$ cat config.mk
export PLATFORM = sky130hd
export DESIGN_NAME = stage4_issue_queue_flat
export DESIGN_NICKNAME = d
export VERILOG_FILES = /design/src/rtl/stage4_issue_queue_if.sv /design/src/rtl/stage4_issue_queue.sv /design/src/flat_wrapper.sv
export SDC_FILE = /design/constraint.sdc
export NUM_CORES = 1
export LEC_CHECK = 0
export CELL_PAD_IN_SITES_DETAIL_PLACEMENT = 1
export CELL_PAD_IN_SITES_GLOBAL_PLACEMENT = 1
export CORE_ASPECT_RATIO = 0.75
export CORE_MARGIN = 3
export CORE_UTILIZATION = 44
export DETAILED_ROUTE_END_ITERATION = 6
export GPL_TIMING_DRIVEN = 0
export PLACE_DENSITY = 0.77
export REMOVE_ABC_BUFFERS = 1
export SLEW_MARGIN = 20
export SYNTH_ARGS = -nofsm -noshare
export SYNTH_HDL_FRONTEND = slang
export SYNTH_SLANG_ARGS = --single-unit
$ cat constraint.sdc
create_clock -name CLK -period 5.5 [get_ports CLK]
set_input_delay 1.375 -clock CLK [delete_from_list [all_inputs] [get_ports CLK]]
set_output_delay 1.375 -clock CLK [all_outputs]
set_load 0.02 [all_outputs]
$ cat src/rtl/stage4_issue_queue_if.sv
// Decode/hazard/execute-facing bundle of the in-order issue queue.
// master drives writes and hazard controls; slave is the queue itself.
interface stage4_issue_queue_if #(
   parameter int DEPTH   = 4,
   parameter int ENTRY_W = 64
);
   localparam int CNT_W = $clog2(DEPTH) + 1;

   logic               queue_wen;
   logic [ENTRY_W-1:0] wdata;
   logic               w_vsetvl;
   logic               is_queue_full;
   logic               stall_queue;
   logic               flush_queue;
   logic               vsetvl_done;
   logic               issue_valid;
   logic [ENTRY_W-1:0] issue_data;
   logic               issue_vsetvl;
   logic               vl_pending;
   logic [CNT_W-1:0]   count;

   modport master (
      output queue_wen, wdata, w_vsetvl, stall_queue, flush_queue, vsetvl_done,
      input  is_queue_full, issue_valid, issue_data, issue_vsetvl, vl_pending, count
   );

   modport slave (
      input  queue_wen, wdata, w_vsetvl, stall_queue, flush_queue, vsetvl_done,
      output is_queue_full, issue_valid, issue_data, issue_vsetvl, vl_pending, count
   );
endinterface

$ cat src/rtl/stage4_issue_queue.sv
// In-order issue queue: 1-cycle write-to-issue, 1 push + 1 pop per cycle, vsetvl serialised.
// Backpressure: writes while full are dropped (decode must honour is_queue_full); stall holds head.
module stage4_issue_queue #(
   parameter int DEPTH   = 4,
   parameter int ENTRY_W = 64
) (
   input logic                CLK,
   input logic                nRST,
   stage4_issue_queue_if.slave q
);
   localparam int PTR_W = $clog2(DEPTH);
   localparam int CNT_W = PTR_W + 1;

   // Bit 0 of each entry carries the vsetvl flag.
   logic [ENTRY_W:0]   mem [DEPTH];
   logic [PTR_W-1:0]   head;
   logic [PTR_W-1:0]   tail;
   logic [CNT_W-1:0]   count_q;
   logic               vl_pending_q;

   logic               not_empty;
   logic               full;
   logic               push;
   logic               pop;
   logic               head_vsetvl;
   logic [ENTRY_W-1:0] head_data;

   assign not_empty   = (count_q != '0);
   assign full        = (count_q == CNT_W'(DEPTH));
   assign head_vsetvl = mem[head][0];
   assign head_data   = mem[head][ENTRY_W:1];

   // Push is gated on the registered count only: no credit from a same-cycle pop.
   assign push = q.queue_wen && !full && !q.flush_queue;
   assign pop  = q.issue_valid && !q.stall_queue;

   assign q.issue_valid   = not_empty && !vl_pending_q && !q.flush_queue;
   assign q.issue_data    = not_empty ? head_data : '0;
   assign q.issue_vsetvl  = not_empty ? head_vsetvl : 1'b0;
   assign q.is_queue_full = full;
   assign q.vl_pending    = vl_pending_q;
   assign q.count         = count_q;

   always_ff @(posedge CLK) begin
      if (push) begin
         mem[tail] <= {q.wdata, q.w_vsetvl};
      end
   end

   always_ff @(posedge CLK or negedge nRST) begin
      if (!nRST) begin
         head <= '0;
         tail <= '0;
      end else if (q.flush_queue) begin
         head <= '0;
         tail <= '0;
      end else begin
         if (push) tail <= tail + PTR_W'(1);
         if (pop)  head <= head + PTR_W'(1);
      end
   end

   always_ff @(posedge CLK or negedge nRST) begin
      if (!nRST) begin
         count_q <= '0;
      end else if (q.flush_queue) begin
         count_q <= '0;
      end else if (push && !pop) begin
         count_q <= count_q + CNT_W'(1);
      end else if (pop && !push) begin
         count_q <= count_q - CNT_W'(1);
      end
   end

   // Set wins over done; the overlap is unreachable because pops stall while pending.
   always_ff @(posedge CLK or negedge nRST) begin
      if (!nRST) begin
         vl_pending_q <= 1'b0;
      end else if (q.flush_queue) begin
         vl_pending_q <= 1'b0;
      end else if (pop && head_vsetvl) begin
         vl_pending_q <= 1'b1;
      end else if (q.vsetvl_done) begin
         vl_pending_q <= 1'b0;
      end
   end
endmodule
$ cat src/flat_wrapper.sv
// flat-port wrapper written by rule: the top's interface ports become plain ports
module stage4_issue_queue_flat 
#(
   parameter int DEPTH   = 4,
   parameter int ENTRY_W = 64
)
  (CLK, nRST, q_queue_wen, q_wdata, q_w_vsetvl, q_stall_queue, q_flush_queue, q_vsetvl_done, q_is_queue_full, q_issue_valid, q_issue_data, q_issue_vsetvl, q_vl_pending, q_count);
  stage4_issue_queue_if #(.DEPTH(DEPTH), .ENTRY_W(ENTRY_W)) q_i ();
  input logic CLK;
  input logic nRST;
  input wire logic [$bits(q_i.queue_wen)-1:0] q_queue_wen;
  input wire logic [$bits(q_i.wdata)-1:0] q_wdata;
  input wire logic [$bits(q_i.w_vsetvl)-1:0] q_w_vsetvl;
  input wire logic [$bits(q_i.stall_queue)-1:0] q_stall_queue;
  input wire logic [$bits(q_i.flush_queue)-1:0] q_flush_queue;
  input wire logic [$bits(q_i.vsetvl_done)-1:0] q_vsetvl_done;
  output wire logic [$bits(q_i.is_queue_full)-1:0] q_is_queue_full;
  output wire logic [$bits(q_i.issue_valid)-1:0] q_issue_valid;
  output wire logic [$bits(q_i.issue_data)-1:0] q_issue_data;
  output wire logic [$bits(q_i.issue_vsetvl)-1:0] q_issue_vsetvl;
  output wire logic [$bits(q_i.vl_pending)-1:0] q_vl_pending;
  output wire logic [$bits(q_i.count)-1:0] q_count;
  assign q_i.queue_wen = q_queue_wen;
  assign q_i.wdata = q_wdata;
  assign q_i.w_vsetvl = q_w_vsetvl;
  assign q_i.stall_queue = q_stall_queue;
  assign q_i.flush_queue = q_flush_queue;
  assign q_i.vsetvl_done = q_vsetvl_done;
  assign q_is_queue_full = q_i.is_queue_full;
  assign q_issue_valid = q_i.issue_valid;
  assign q_issue_data = q_i.issue_data;
  assign q_issue_vsetvl = q_i.issue_vsetvl;
  assign q_vl_pending = q_i.vl_pending;
  assign q_count = q_i.count;
  stage4_issue_queue #(.DEPTH(DEPTH), .ENTRY_W(ENTRY_W)) u_core (.CLK(CLK), .nRST(nRST), .q(q_i));
endmodule
== After elaboration in Yosys (flattened, before gate mapping) ==
Memory sizes are Yosys's and may differ from the RTL's.
Index checks and enable logic that the tools add are counted.
Operators by class
  mux-type cells: 14
  add/sub/neg operators: 4
  reductions and logical operators: 19
  equality and inequality tests: 1
Operators by type and width (number)
  64-bit 2-to-1 mux: 1
  3-bit 2-to-1 mux: 3
  3-bit nonzero test: 3
  1-bit logical AND: 8
  2-bit 2-to-1 mux: 4
  1-bit zero test: 6
  1-bit 2-to-1 mux: 6
  2-bit by 1-bit adder with 2-bit output (second input constant): 2
  2-bit nonzero test: 2
  3-bit by 1-bit adder with 3-bit output (second input constant): 1
  3-bit == test (second input constant): 1
  3-bit by 1-bit subtractor with 3-bit output (second input constant): 1
Word-level totals
  output and inout bits: 71
  input port bits: 71
  RAM bits: 260
  register bits after elaboration: 8
  memories: 1
Memories
  u_core.mem: words 4, bits a word 65, read ports 1, clocked after memory_dff 0, write ports 1, line stage4_issue_queue.sv:15  | logic [ENTRY_W:0] mem [DEPTH];

== Logic depth before layout (Yosys ltp) ==
  word-level depth: 9
  mapped depth: 9

== Worst setup path after synthesis ==
OpenSTA, ideal clock, no wires.
  kind: input port to flip-flop
  start: in q_queue_wen
  end: mem u_core.mem[0][0] (netlist bit) (enable)
  arrival time: 3.200 ns
  stages: 3
  buffers on the path: 0
  library setup time: 0.430 ns
  data required time: 5.070 ns
  slack: 1.869 ns
  cell sequence: nand2b_1 > nor2_1 > and2_1
On the way
  word-level cells in the longest chain between the ends: 4
Ends and longest elaborated chain
  from (decl): line flat_wrapper.sv:11  | input wire logic [$bits(q_i.queue_wen)-1:0] q_queue_wen;
  1-bit logical AND (2 in series): line stage4_issue_queue.sv:34  | assign push = q.queue_wen && !full && !q.flush_queue;
  1-bit 2-to-1 mux: line stage4_issue_queue.sv:45  | if (push) begin
  1-bit 2-to-1 mux (implied by the code): line stage4_issue_queue.sv:46  | mem[tail] <= {q.wdata, q.w_vsetvl};
  to (decl): line stage4_issue_queue.sv:15
Every way passes these cells.

== Final worst setup path ==
  start: reg u_core.head[0]
  end: out q_issue_data[32]
On the way
  word-level cells in the longest chain between the ends: 2
Ends and longest elaborated chain
  from (decl): line stage4_issue_queue.sv:16  | logic [PTR_W-1:0] head;
  from (signal assigned): line stage4_issue_queue.sv:59  | if (pop) head <= head + PTR_W'(1);
  memory read 4 x 65 bit
  64-bit 2-to-1 mux: line stage4_issue_queue.sv:38  | assign q.issue_data = not_empty ? head_data : '0;
  to (decl): line flat_wrapper.sv:19  | output wire logic [$bits(q_i.issue_data)-1:0] q_issue_data;
Every way passes these cells.

==> results.tsv <==
stage	metric	value	unit
power_and_ir_drop	worst_ir_drop_vdd	390	µV
placed_design	place_congestion	0.687	
critical_path	r2r_end	u_core.q.count[2]$_DFFE_PN0P_	
grt	antenna_found_initial	1	
timing	fmax	227	MHz
final_layout	post-route-util	58.1	%
critical_path	crit_path_cell_trace	buf_12 > buf_16 > mux4_2 > nor2b_1 > clkdlybuf4s50_1	
critical_path	worstPathRequired	4.12	ns
yosys	synth.distinct_cells	26	
job	maxCapViolations	0	
critical_path	crit_type	flip-flop to output port	
yosys	synth_edf_count	260	
critical_path	end_kind	output port	
timing	period_share	79.9	%
critical_path	crit_family	buffers and inverters	
critical_path	crit_fanout	31	
grt	globalRouteOverflowTotal	0	
final_layout	syn2layout_area_growth	26.5	%
power_and_ir_drop	p_comb_share	35.8	%
yosys	synthCells	472	
timing	grt_setup_unrepaired	no	
critical_path	arrival	3.02	ns
final_layout	drive_gt1_share	18.9	%
grt	grt_pass1_wl	34300	µm
routing	drc	0	
floorplanning	initial_utilization	45.9	%
yosys	synth_seq_cells	268	
final_layout	final_nets	706	
floorplanning	fp-row-count	47	
routing	routed_wl	21800	µm
timing	finClkSkew	0.00508	ns
critical_path	timing.critical_path.buf_inv	3	
cts	clk_pin_slew	0.06	ns
grt	grt_pass1_vias	5701	
cts	post_cts_resized	0	
routing	dr.pass1.iters	7	
routing	drt-initial-drc-count	411	
timing	worst_pin_slew	0.562	ns
yosys	synth_top_area_cell	edfxtp_1	
placed_design	io_buffers	141	
routing	via_count	5094	
cts	clk_latency	0.51	ns
placed_design	hpwl	14100	µm
routing	viasPerCell	5.39	
yosys	seq_area_frac_synth	77.2	%
yosys	synth_area_leaders	edfxtp_1 75%, mux4_2 14%, nor2b_1 4.0%	
cts	clkSinkCount	268	
run_status	run_status	complete, no violations	
floorplanning	die_area	25500	µm²
min_path	hp-class	flip-flop to flip-flop	
min_path	hold_depth	2	
cts	clockBufferDepth	3	
yosys	synthFlopType	edfxtp_1	
min_path	hold_path.startpoint	u_core.tail[1]$_DFFE_PN0P_	
timing	worst_hold_slack	0.609	ns
cts	ctsHoldBuffers	0	
floorplanning	fp.dieW	183	µm
timing	setup_viol	0	
yosys	syn_area	10400	µm²
timing	hold_violations	0	
critical_path	critPathMaxStageDelay	0.68	ns
timing	relSlewSlack	62.5	%
critical_path	start_kind	flip-flop	
cts	cts_made_buffers	27	
grt	track_usage	17.4	%
power_and_ir_drop	p_sw_share	30.5	%
power_and_ir_drop	pwr-share-seq	37.8	%
floorplanning	io_pins	142	
cts	cts_root_buf	clkbuf_16	
floorplanning	core_area	22600	µm²
routing	ant_nets	0	
grt	grt_max_degree	41	
cts	post-cts-setup-buffers	0	
routing	wl_per_cell	23.1	µm
critical_path	reg2reg_depth	8	
timing	finalMaxSlewViolations	0	
power_and_ir_drop	power.internal	4610	µW
yosys	async_flop_share	2.99	%
power_and_ir_drop	pwr_density_cell	505	nW/µm²
floorplanning	fp.dieH	139	µm
yosys	yosysWarningCount	0	
critical_path	r2r_slack	2.70	ns
power_and_ir_drop	clockPowerShare	26.4	%
min_path	worstHoldEndpoint	u_core.tail[1]$_DFFE_PN0P_	
yosys	avgSynthCellArea	22.0	µm²
power_and_ir_drop	p_sw	2020	µW
yosys	synth_top_area_share	75.3	%
cts	htreeDepth	1	
critical_path	slowest_stage	dfrtp_4	
timing	layout_min_cycle_time	4.40	ns
critical_path	r2r-start	u_core.q.count[1]$_DFFE_PN0P_	
cts	cts_tree	yes	
power_and_ir_drop	p_leak	0.00416	µW
## stage by stage
stage          total power, µW  setup TNS [ns]  setup slack, ns  instance area [µm²]  instances
4_1_cts                   6730               0            0.988                13100        944
6_report                  6630               0             1.10                13100        945
3_5_place_dp              4960               0             1.18                12300        895
2_1_floorplan             3800               0            0.623                10200        449
5_1_grt                   6950               0            0.901                13100        944
3_3_place_gp              4840          -78.63            -1.30                12000        884
## synthesized netlist by cell type, types with 2 or more instances
cell	number
a21oi_1	3
and2_1	5
buf_2	7
buf_4	3
buf_6	4
clkbuf_1	9
dfrtp_1	8
edfxtp_1	260
ha_1	4
inv_1	4
mux2_2	2
mux2i_1	4
mux4_2	65
nor2_1	12
nor2b_1	66
nor3_1	3
o21ai_0	2
xnor2_1	3
## flip-flops by register name, summed over array words and instances, names as in the netlist
| signal | count |
|---|---|
| u_core.q.count | 3 |
| u_core.head | 2 |
| u_core.tail | 2 |
| u_core.q.vl_pending | 1 |
| u_core.mem | 260 |
## worst reg2reg max path: stages (launching register included)
cell and delay [ns]:
dfrtp_1 0.48, nor3_4 0.51, nor3_1 0.19, nor3_1 0.24, fa_1 0.35, or4b_1 0.48, o311ai_0 0.13, o21ai_0 0.16
and2_1 0.16
## area by class of cell
type | count | area [µm²]
multi-input cells | 177 | 2230
diodes | 1 | 2.50
inverters | 4 | 15.0
repair buffers | 152 | 1640
well taps | 294 | 368
fillers | 1948 | 9460
clock buffers | 31 | 691
flip-flops and latches | 268 | 8020
clock inverters | 18 | 159
## placed cells by master (no fill, tap or decap), drive strengths merged
cell,n
edfxtp,260
clkdlybuf4s50,141
nor2b,66
mux4,65
clkbuf,31
clkinv,14
nor2,12
buf,11
dfrtp,8
and2,5
inv,4
mux2i,4
ha,4
nor3,4
xnor2,3
a21oi,3
bufinv,3
o21ai,2
mux2,2
diode,1
nor3b,1
nand2b,1
and3b,1
or4b,1
o311ai,1
o2bb2ai,1
fa,1
clkinvlp,1
## worst max-delay path by stage
stage | startpoint | endpoint | slack (ns) | depth (start not counted)
finish | u_core.head[0]$_DFFE_PN0P_ | q_issue_data[32] | 1.10 | 5
global placement | u_core.q.count[1]$_DFFE_PN0P_ | q_issue_data[60] | -1.30 | 3
floorplan | u_core.head[0]$_DFFE_PN0P_ | q_issue_vsetvl | 0.62 | 2
global route | u_core.head[0]$_DFFE_PN0P_ | q_issue_data[51] | 0.90 | 5
CTS | u_core.head[0]$_DFFE_PN0P_ | q_issue_data[55] | 0.99 | 5
detailed placement | q_flush_queue | q_issue_valid | 1.18 | 3
## power groups by stage
stage | logic (µW) | registers [µW] | clock network (µW)
CTS | 2430 | 2510 | 1800
finish | 2380 | 2510 | 1750
floorplan | 1200 | 2600 | 0
detailed placement | 2410 | 2550 | 0
global route | 2530 | 2520 | 1890
global placement | 2190 | 2650 | 0
## cells by family after synthesis
kind of cell / share of synthesized area, %
multiplexers: 14.7
flip-flops: 77.2
adder cells (fa/ha/maj): 0.676
AO/OA/AOI/OAI: 0.410
XOR/XNOR: 0.253
buffers and inverters: 1.46
AND/OR/NAND/NOR: 5.27
## layer usage
metal / vias to the layer above / track usage [%] / wire [µm]
li1: 2227 / - / -
met1: 2685 / 23.2 / 9170
met2: 150 / 29.8 / 10900
met3: 30 / 4.27 / 1380
met4: 2 / 2.92 / 312
met5: - / 0 / 13
Note: power is estimated with default switching activity, not from simulation.
